===== config.mk =====
export PLATFORM = sky130hd
export DESIGN_NAME = dac_frame_scheduler
export DESIGN_NICKNAME = d
export VERILOG_FILES = /design/src/rtl/dac_frame_scheduler.sv
export SDC_FILE = /design/constraint.sdc
export NUM_CORES = 1
export LEC_CHECK = 0
export BUFFER_PORTS_ARGS = -buffer_cell sky130_fd_sc_hd__buf_2
export CAP_MARGIN = 20
export CORE_ASPECT_RATIO = 0.9
export CORE_MARGIN = 4
export CORE_UTILIZATION = 57
export CTS_CLUSTER_DIAMETER = 120
export DETAILED_ROUTE_END_ITERATION = 10
export GPL_TIMING_DRIVEN = 0
export PLACE_DENSITY = 0.84
export SYNTH_ARGS = -nofsm -noshare
export SYNTH_HDL_FRONTEND = slang
export SYNTH_SLANG_ARGS = --single-unit

===== constraint.sdc =====
create_clock -name clk -period 14.42 [get_ports clk]
set_input_delay 2.884 -clock clk [delete_from_list [all_inputs] [get_ports clk]]
set_output_delay 2.884 -clock clk [all_outputs]
set_load 0.01 [all_outputs]

===== src/rtl/dac_frame_scheduler.sv =====
// dac_frame_scheduler
// Keeps one shadow word per DAC channel and launches 4-channel frames into
// the serial DAC driver using its start/busy handshake. A frame is launched
// when any channel holds unsent data, or when the refresh timer expires
// while idle.
//
// Ports
//   clk, reset           system clock, asynchronous active-high reset
//   enable               allows new frames to be launched from IDLE
//   ch_data, ch_valid    per-channel sample words and one-cycle write strobes
//   clear_status         clears the sticky overrun / timeout_err flags
//   dac_busy             driver busy
//   dac_start            one-cycle start pulse to the driver
//   dac1..dac4_data      frame words for channels 0..3, held between captures
//   frame_sent           one-cycle pulse when the driver drops busy
//   overrun              sticky, a sample was overwritten before it was sent
//   timeout_err          sticky, dac_busy never rose after a start pulse
//
// state      | meaning
// IDLE       | waiting for unsent data or refresh expiry; capture on exit
// START      | dac_start high for this single cycle
// WAIT_BUSY  | waiting for dac_busy to rise, bounded by BUSY_TIMEOUT
// WAIT_DONE  | driver shifting the frame; waits for dac_busy to fall
module dac_frame_scheduler #(
    parameter int DATA_WIDTH       = 16,
    parameter int REFRESH_CYCLES   = 5000,
    parameter int BUSY_TIMEOUT     = 16,
    parameter int SIGNED_TO_OFFSET = 1
) (
    input  logic                    clk,
    input  logic                    reset,
    input  logic                    enable,
    input  logic [4*DATA_WIDTH-1:0] ch_data,
    input  logic [3:0]              ch_valid,
    input  logic                    clear_status,
    input  logic                    dac_busy,
    output logic                    dac_start,
    output logic [DATA_WIDTH-1:0]   dac1_data,
    output logic [DATA_WIDTH-1:0]   dac2_data,
    output logic [DATA_WIDTH-1:0]   dac3_data,
    output logic [DATA_WIDTH-1:0]   dac4_data,
    output logic                    frame_sent,
    output logic [3:0]              overrun,
    output logic                    timeout_err
);

    localparam int RW = $clog2(REFRESH_CYCLES);
    localparam int TW = (BUSY_TIMEOUT > 1) ? $clog2(BUSY_TIMEOUT) : 1;
    localparam logic [RW-1:0] REFRESH_LAST = RW'(REFRESH_CYCLES - 1);
    localparam logic [TW-1:0] TIMEOUT_LAST = TW'(BUSY_TIMEOUT - 1);
    localparam logic [DATA_WIDTH-1:0] MID = {1'b1, {(DATA_WIDTH-1){1'b0}}};
    localparam logic [DATA_WIDTH-1:0] DAC_RESET = (SIGNED_TO_OFFSET != 0) ? MID : '0;

    typedef enum logic [1:0] {ST_IDLE, ST_START, ST_WAIT_BUSY, ST_WAIT_DONE} state_t;

    state_t                state_q;
    logic [RW-1:0]         rcnt_q;
    logic [TW-1:0]         tcnt_q;
    logic [DATA_WIDTH-1:0] shadow_q [4];
    logic [DATA_WIDTH-1:0] shadow_d [4];
    logic [DATA_WIDTH-1:0] dac_q    [4];
    logic [3:0]            dirty_q, dirty_d;
    logic [3:0]            overrun_q, overrun_d;
    logic                  timeout_q, timeout_d;
    logic                  dac_start_q, frame_sent_q;
    logic                  capture, busy_timeout;
    logic [3:0]            ovr_set;

    // Adding half scale modulo 2^N maps two's complement onto offset binary.
    function automatic logic [DATA_WIDTH-1:0] to_dac(input logic [DATA_WIDTH-1:0] w);
        return (SIGNED_TO_OFFSET != 0) ? (w + MID) : w;
    endfunction

    always_comb begin
        capture      = (state_q == ST_IDLE) && enable &&
                       ((|dirty_q) || (rcnt_q == REFRESH_LAST));
        busy_timeout = (state_q == ST_WAIT_BUSY) && !dac_busy && (tcnt_q == TIMEOUT_LAST);

        for (int i = 0; i < 4; i++) begin
            shadow_d[i] = ch_valid[i] ? ch_data[i*DATA_WIDTH +: DATA_WIDTH] : shadow_q[i];
        end

        // A write landing in the capture cycle is kept for the next frame,
        // so it is neither lost nor counted as an overrun.
        if (capture) begin
            dirty_d = ch_valid;
            ovr_set = 4'b0000;
        end else if (busy_timeout) begin
            dirty_d = 4'b1111;
            ovr_set = ch_valid & dirty_q;
        end else begin
            dirty_d = dirty_q | ch_valid;
            ovr_set = ch_valid & dirty_q;
        end

        // Set events take priority over clear_status.
        overrun_d = ovr_set | (overrun_q & {4{~clear_status}});
        timeout_d = busy_timeout | (timeout_q & ~clear_status);
    end

    always_ff @(posedge clk or posedge reset) begin
        if (reset) begin
            state_q      <= ST_IDLE;
            rcnt_q       <= '0;
            tcnt_q       <= '0;
            dirty_q      <= '0;
            overrun_q    <= '0;
            timeout_q    <= 1'b0;
            dac_start_q  <= 1'b0;
            frame_sent_q <= 1'b0;
            for (int i = 0; i < 4; i++) begin
                shadow_q[i] <= '0;
                dac_q[i]    <= DAC_RESET;
            end
        end else begin
            shadow_q     <= shadow_d;
            dirty_q      <= dirty_d;
            overrun_q    <= overrun_d;
            timeout_q    <= timeout_d;
            dac_start_q  <= 1'b0;
            frame_sent_q <= 1'b0;

            case (state_q)
                ST_IDLE: begin
                    if (capture) begin
                        for (int i = 0; i < 4; i++) begin
                            dac_q[i] <= to_dac(shadow_q[i]);
                        end
                        dac_start_q <= 1'b1;
                        rcnt_q      <= '0;
                        state_q     <= ST_START;
                    end else if (rcnt_q != REFRESH_LAST) begin
                        rcnt_q <= rcnt_q + RW'(1);
                    end
                end
                ST_START: begin
                    tcnt_q  <= '0;
                    state_q <= ST_WAIT_BUSY;
                end
                ST_WAIT_BUSY: begin
                    if (dac_busy) begin
                        state_q <= ST_WAIT_DONE;
                    end else if (tcnt_q == TIMEOUT_LAST) begin
                        state_q <= ST_IDLE;
                    end else begin
                        tcnt_q <= tcnt_q + TW'(1);
                    end
                end
                ST_WAIT_DONE: begin
                    if (!dac_busy) begin
                        frame_sent_q <= 1'b1;
                        state_q      <= ST_IDLE;
                    end
                end
                default: state_q <= ST_IDLE;
            endcase
        end
    end

    assign dac_start   = dac_start_q;
    assign frame_sent  = frame_sent_q;
    assign overrun     = overrun_q;
    assign timeout_err = timeout_q;
    assign dac1_data   = dac_q[0];
    assign dac2_data   = dac_q[1];
    assign dac3_data   = dac_q[2];
    assign dac4_data   = dac_q[3];

endmodule

==> flow_summary.toml, run 1 <==
[status]
status = "completed"

[yosys]
async_reset_ff_share_pct = 100
synth.avg_cell_area_sq_um = 15.2
synth-seq-area-share_pct = 64.0
ys_ff_latch = 158
synth-edff-count = 0
yosysUniqueCellTypes = 41
synth-main-ff-cell = "dfrtp_1"
syn_inst = 407
syn-num-nets = 482
yosysWarnings = 0
synth_area_sq_mm = 0.00618

[routing]
drc = 0
drtPass1Iterations = 4
routed_wl_um = 13100
via_per_inst = 5.56
drt-wirelength-per-cell_um = 18.6
vias = 3928
ant_nets = 0
drtIter0Drc = 232

[die]
die-width_um = 118
start_util_pct = 59.3
ios = 144
core_sq_mm = 0.0104
rows = 35
die-area_sq_mm = 0.0126
die_h_um = 107

[worst_hold_path]
hold_path.class = "reg -> reg"
min_path_cells = 1
min_to = "dac4_data[15]"
hp-start = "shadow_q[15]"

[power]
vdd_ir_drop_max_mv = 0.127
power_density_mw_per_mm2 = 194
finalPower_mw = 1.48
p_leak_nw = 3.56

[global_routing]
track_usage_pct = 22.2
antenna_found_initial = 0
grt_pass1_wl_um = 21900
grt_max_degree = 99
grt-ovfl-total = 0
grt_pass1_vias = 4279

[sta]
slew_viol_final = 0
finalHoldViolations = 0
fmax_ghz = 0.250
fin_skew_ps = 10.2
grt_setup_unrepaired = "false"
tightest_slew_ps = 772
timing.hold.ws_ps = 424
tns_ps = 0
finalCriticalPeriod_ps = 4000
fin_crit_sh_pct = 27.7
setup_violations = 0
setup_slack_ps = 10420
slew_headroom_pct = 48.5

[critical_path]
r2r-end = "dac4_data[11]"
regToRegStartpoint = "state_q[1]"
crit_arrival_ps = 4290
ff2ff_path_depth = 6
end_kind = "register"
critPathKind = "in -> reg"
r2r_slack_ps = 12130
crit_required_ps = 14710
critPathMaxFanout = 10
setup.worst_path.start_class = "input pin"

[finish]
fill_cells = 696
final_area_sq_mm = 0.00766
drive_gt1_share_pct = 51.0
area_growth_pct = 23.9
seqCellArea_sq_mm = 0.00396
antenna-diode-count = 0
multi_input_area_sq_mm = 0.00206
utilization_pct = 73.5
fin_cells = 707
finalNetCount = 641

[clocking]
cts_tree = "built"
cts.sinks = 158
root_buffer = "clkbuf_16"
ctsHoldBuffers = 0
numCtsBuffers = 17
clock_path_buffers = 2
cts_setup_buffers = 0
h-tree-depth = 4
insertion_delay_ps = 410
cts_resized = 0
path_clk_slew_ps = 60

[placed_design]
dpl.hpwl_um = 9020
place.gp.congestion = 0.784
dp.cells = 676
dp_slack_ps = 9970
io_buffers = 139
dpl_cell_area_sq_mm = 0.00707

[flow_run]
timing.max_cap.violations = 0
[cell usage after synthesis (2+ instances only)]
master / n / area (sq um)
buf_1: 3 / 11.3
buf_6: 7 / 78.8
xor2_1: 7 / 61.3
a21oi_1: 6 / 30.0
o21ai_0: 5 / 25.0
a21o_1: 2 / 15.0
nand4_1: 5 / 31.3
nor3_1: 2 / 10.0
ha_1: 2 / 25.0
mux2i_1: 5 / 50.1
buf_4: 2 / 15.0
nor4_1: 2 / 12.5
mux2_1: 18 / 203
clkbuf_1: 8 / 30.0
and4_1: 4 / 35.0
o31ai_1: 3 / 22.5
dfstp_2: 4 / 105
a32o_1: 4 / 40.0
and4bb_2: 2 / 25.0
o21bai_1: 4 / 30.0
nand3_1: 7 / 35.0
and2_1: 2 / 12.5
dfrtp_1: 154 / 3850
nor2_1: 12 / 45.0
inv_1: 8 / 30.0
nand2_1: 7 / 26.3
or3_1: 3 / 18.8
mux2_2: 106 / 1190
[worst max-delay path, cell delays in order]
cell	delay (ps)
clkbuf_1	340
buf_1	640
mux2_2	420
[how the worst max path moves through the flow]
stage / start / endpoint / slack (ps)
3_3_place_gp: reset / tcnt_q[2] / 5930
2_1_floorplan: reset / dac1_data[0] / 7280
6_report: ch_valid[2] / shadow_q[17] / 10420
4_1_cts: ch_valid[2] / shadow_q[17] / 10410
5_1_grt: ch_valid[0] / shadow_q[51] / 10360
3_5_place_dp: ch_valid[2] / shadow_q[21] / 9970
[placed cells by master (no fill, tap or decap), drive strengths merged, types with 4 or more instances in the layout]
| cell | n |
|---|---|
| nand3 | 7 |
| o21ai | 5 |
| clkinv | 4 |
| dfrtp | 154 |
| mux2 | 124 |
| clkinvlp | 4 |
| mux2i | 5 |
| clkbuf | 27 |
| nand4 | 5 |
| xor2 | 7 |
| a32o | 4 |
| nor2 | 12 |
| nand2 | 7 |
| and4 | 4 |
| dfstp | 4 |
| a21oi | 7 |
| buf | 152 |
| o21bai | 4 |
| inv | 10 |
[layer usage]
layer / vias up / track usage [%] / share of wire (%)
met5: - / 0 / 0
met4: 0 / 6.11 / 1.0
met3: 13 / 7.54 / 7.2
met2: 135 / 37.8 / 52
met1: 1999 / 27.3 / 40
li1: 1781 / - / -
[sequential cells by signal (all words and copies together) (netlist names), 2 cells and up]
register   cells
shadow_q      64
dac1_data     16
dac2_data     16
dac3_data     16
dac4_data     16
rcnt_q        13
dirty_q        4
overrun        4
tcnt_q         4
state_q        2
[cell families (layout without fill, tap and decap cells)]
logic type / Yosys count / in the layout / synth area share, %
buf+inv: 28 / 199 / 2.67
simple gates: 54 / 54 / 5.12
flops: 158 / 158 / 64.0
mux: 129 / 129 / 23.4
xor+xnor: 8 / 8 / 1.13
compound gates: 28 / 28 / 3.28
fa+ha+maj: 2 / 2 / 0.405
[area by class of cell]
cell class              instances  share of cell area [%]
plain buffers                  20                    1.76
inverters                       8                   0.457
multi-input cells             221                    26.9
clock inverters                12                    1.80
clock buffers                  19                    5.91
repair buffers                140                    9.44
well taps                     129                    2.11
flip-flops and latches        158                    51.6
[power breakdown]
| part | switching [mW] | leakage (nW) | total (mW) | internal, mW |
|---|---|---|---|---|
| sequential | 0.0711 | 1.88 | 0.646 | 0.575 |
| combinational | 0.197 | 1.40 | 0.397 | 0.200 |
| clock | 0.176 | 0.279 | 0.441 | 0.264 |
No activity file was read; power rests on OpenSTA's default activity.
==> run 2, diff against run 1 <==
--- a/config.mk
+++ b/config.mk
@@ -9,11 +9,11 @@
 export CAP_MARGIN = 20
 export CORE_ASPECT_RATIO = 0.9
 export CORE_MARGIN = 4
-export CORE_UTILIZATION = 57
+export CORE_UTILIZATION = 48
 export CTS_CLUSTER_DIAMETER = 120
 export DETAILED_ROUTE_END_ITERATION = 10
 export GPL_TIMING_DRIVEN = 0
-export PLACE_DENSITY = 0.84
+export PLACE_DENSITY = 0.75
 export SYNTH_ARGS = -nofsm -noshare
 export SYNTH_HDL_FRONTEND = slang
 export SYNTH_SLANG_ARGS = --single-unit
==> constraint.sdc (replaced) <==
create_clock -name clk -period 3.5 [get_ports clk]
set_input_delay 0.7 -clock clk [delete_from_list [all_inputs] [get_ports clk]]
set_output_delay 0.7 -clock clk [all_outputs]
set_load 0.01 [all_outputs]
==> run 2 against run 1 <==
  * Critical path depth grew 2
  * Design area grew 1.5%
  * Sequential power grew to 4.1 times the previous value
  * Critical path type is now reg -> reg
  * Largest cell class unchanged
  * Global-route usage shrank 3.3 points
==> flow_summary.toml, run 2 (same netlist as run 1, synthesis figures left out) <==
[routing]
drtIter0Drc = 214
routed_wl_um = 12900
vias = 3916
drt-wirelength-per-cell_um = 17.3
ant_nets = 0
drtPass1Iterations = 5
drc = 0
via_per_inst = 5.25

[critical_path]
crit_buf_inv = 1
path_cells = "nor4_2, nand3_1, a21oi_4, buf_6, mux2_1"
critPathMaxFanout = 10
crit_required_ps = 3790
end_kind = "register"
critical-path-max-stage-delay_ps = 470
critical_path.top_delay_family = "simple AND/OR/NAND/NOR gates"
setup.worst_path.start_class = "register"
crit_arrival_ps = 2530
critPathKind = "reg -> reg"
cpMaxStageDelayCell = "a21oi_4"

[finish]
final_cell_mix = "dfrtp_1 (154), buf_2 (139), mux2_2 (106)"
final_area_sq_mm = 0.00778
area_growth_pct = 25.8
drive_gt1_share_pct = 50.9
largest_reg_flops = 64
largest_register = "shadow_q"
finalNetCount = 644
final_common_cell = "dfrtp_1"
antenna-diode-count = 0

[worst_hold_path]
hold_path.class = "in -> async"

[die]
start_util_pct = 48.9
die-width_um = 128
die-area_sq_mm = 0.0148
ios = 144
core_sq_mm = 0.0126
rows = 39
die_h_um = 116

[sta]
grt_setup_unrepaired = "false"
finalHoldViolations = 0
tightest_slew_ps = 732
finalCriticalPeriod_ps = 2240
timing.hold.ws_ps = 342
slew_viol_final = 0
tns_ps = 0
slew_headroom_pct = 50.8
fin_skew_ps = 10.6
setup_violations = 0
fmax_ghz = 0.446
setup_slack_ps = 1260
fin_crit_sh_pct = 64.1

[placed_design]
dpl.hpwl_um = 9290
dp_slack_ps = 1230
io_buffers = 139
dpl_cell_area_sq_mm = 0.00718
place.gp.congestion = 0.835

[clocking]
root_buffer = "clkbuf_16"
ctsHoldBuffers = 0
cts.sinks = 158
path_clk_slew_ps = 60
numCtsBuffers = 17
clock_path_buffers = 2
h-tree-depth = 4
cts_resized = 0
cts_tree = "built"
cts_setup_buffers = 0
insertion_delay_ps = 420

[power]
p_leak_nw = 3.58
power_density_mw_per_mm2 = 788
vdd_ir_drop_max_mv = 0.494

[global_routing]
grt-ovfl-total = 0
grt_pass1_wl_um = 21500
grt_max_degree = 47
antenna_found_initial = 0
track_usage_pct = 18.9
grt_pass1_vias = 4233

[flow_run]
timing.max_cap.violations = 0

[status]
status = "completed"
run 2: layout make-up:
| cell class | instances | area (sq um) |
|---|---|---|
| Multi-Input combinational cell | 221 | 2060 |
| Timing Repair Buffer | 143 | 783 |
| Fill cell | 949 | 4860 |
| Sequential cell | 158 | 3960 |
| Clock buffer | 22 | 464 |
| Clock inverter | 10 | 138 |
| Inverter | 8 | 33.8 |
| Tap cell | 164 | 205 |
| Buffer | 20 | 135 |
run 2: layer usage:
layer | share of wire, % | GRT usage (%)
met1 | 40 | 23.2
met2 | 50 | 30.3
met3 | 8.3 | 8.16
met4 | 1.5 | 6.29
met5 | 0 | 0
run 2: worst register-to-register path, delay by kind of cell, from the launching register on:
kind            cells  cell delay (ps)
buf+inv             1              240
simple gates        2              610
compound gates      1              470
mux                 1              350
flops               1              450
run 2: power by group:
| group | switching (mW) | leakage [nW] | internal (mW) | total, mW |
|---|---|---|---|---|
| clock | 0.702 | 0.278 | 1.16 | 1.86 |
| sequential | 0.286 | 1.88 | 2.37 | 2.66 |
| combinational | 0.786 | 1.42 | 0.827 | 1.61 |
run 2: final timing paths:
path / start / to / slack (ps) / depth (start not counted)
max: rcnt_q[3] / dac4_data[1] / 1260 / 5
min: reset / shadow_q[30] / 340 / 2
max reg2reg: rcnt_q[3] / dac4_data[1] / 1260 / 5
min in group clk: shadow_q[63] / dac1_data[15] / 420 / 1
max in group asynchronous: reset / shadow_q[11] / 2370 / 4
min reg2reg: shadow_q[63] / dac1_data[15] / 420 / 1
run 2: metrics by stage:
stage	std cells	power, mW	utilization [%]
floorplan	407	3.62	-
global placement	710	4.22	56.1
detailed placement	714	4.32	56.8
CTS	746	6.21	61.5
global route	746	6.49	61.5
finish	746	6.13	61.5
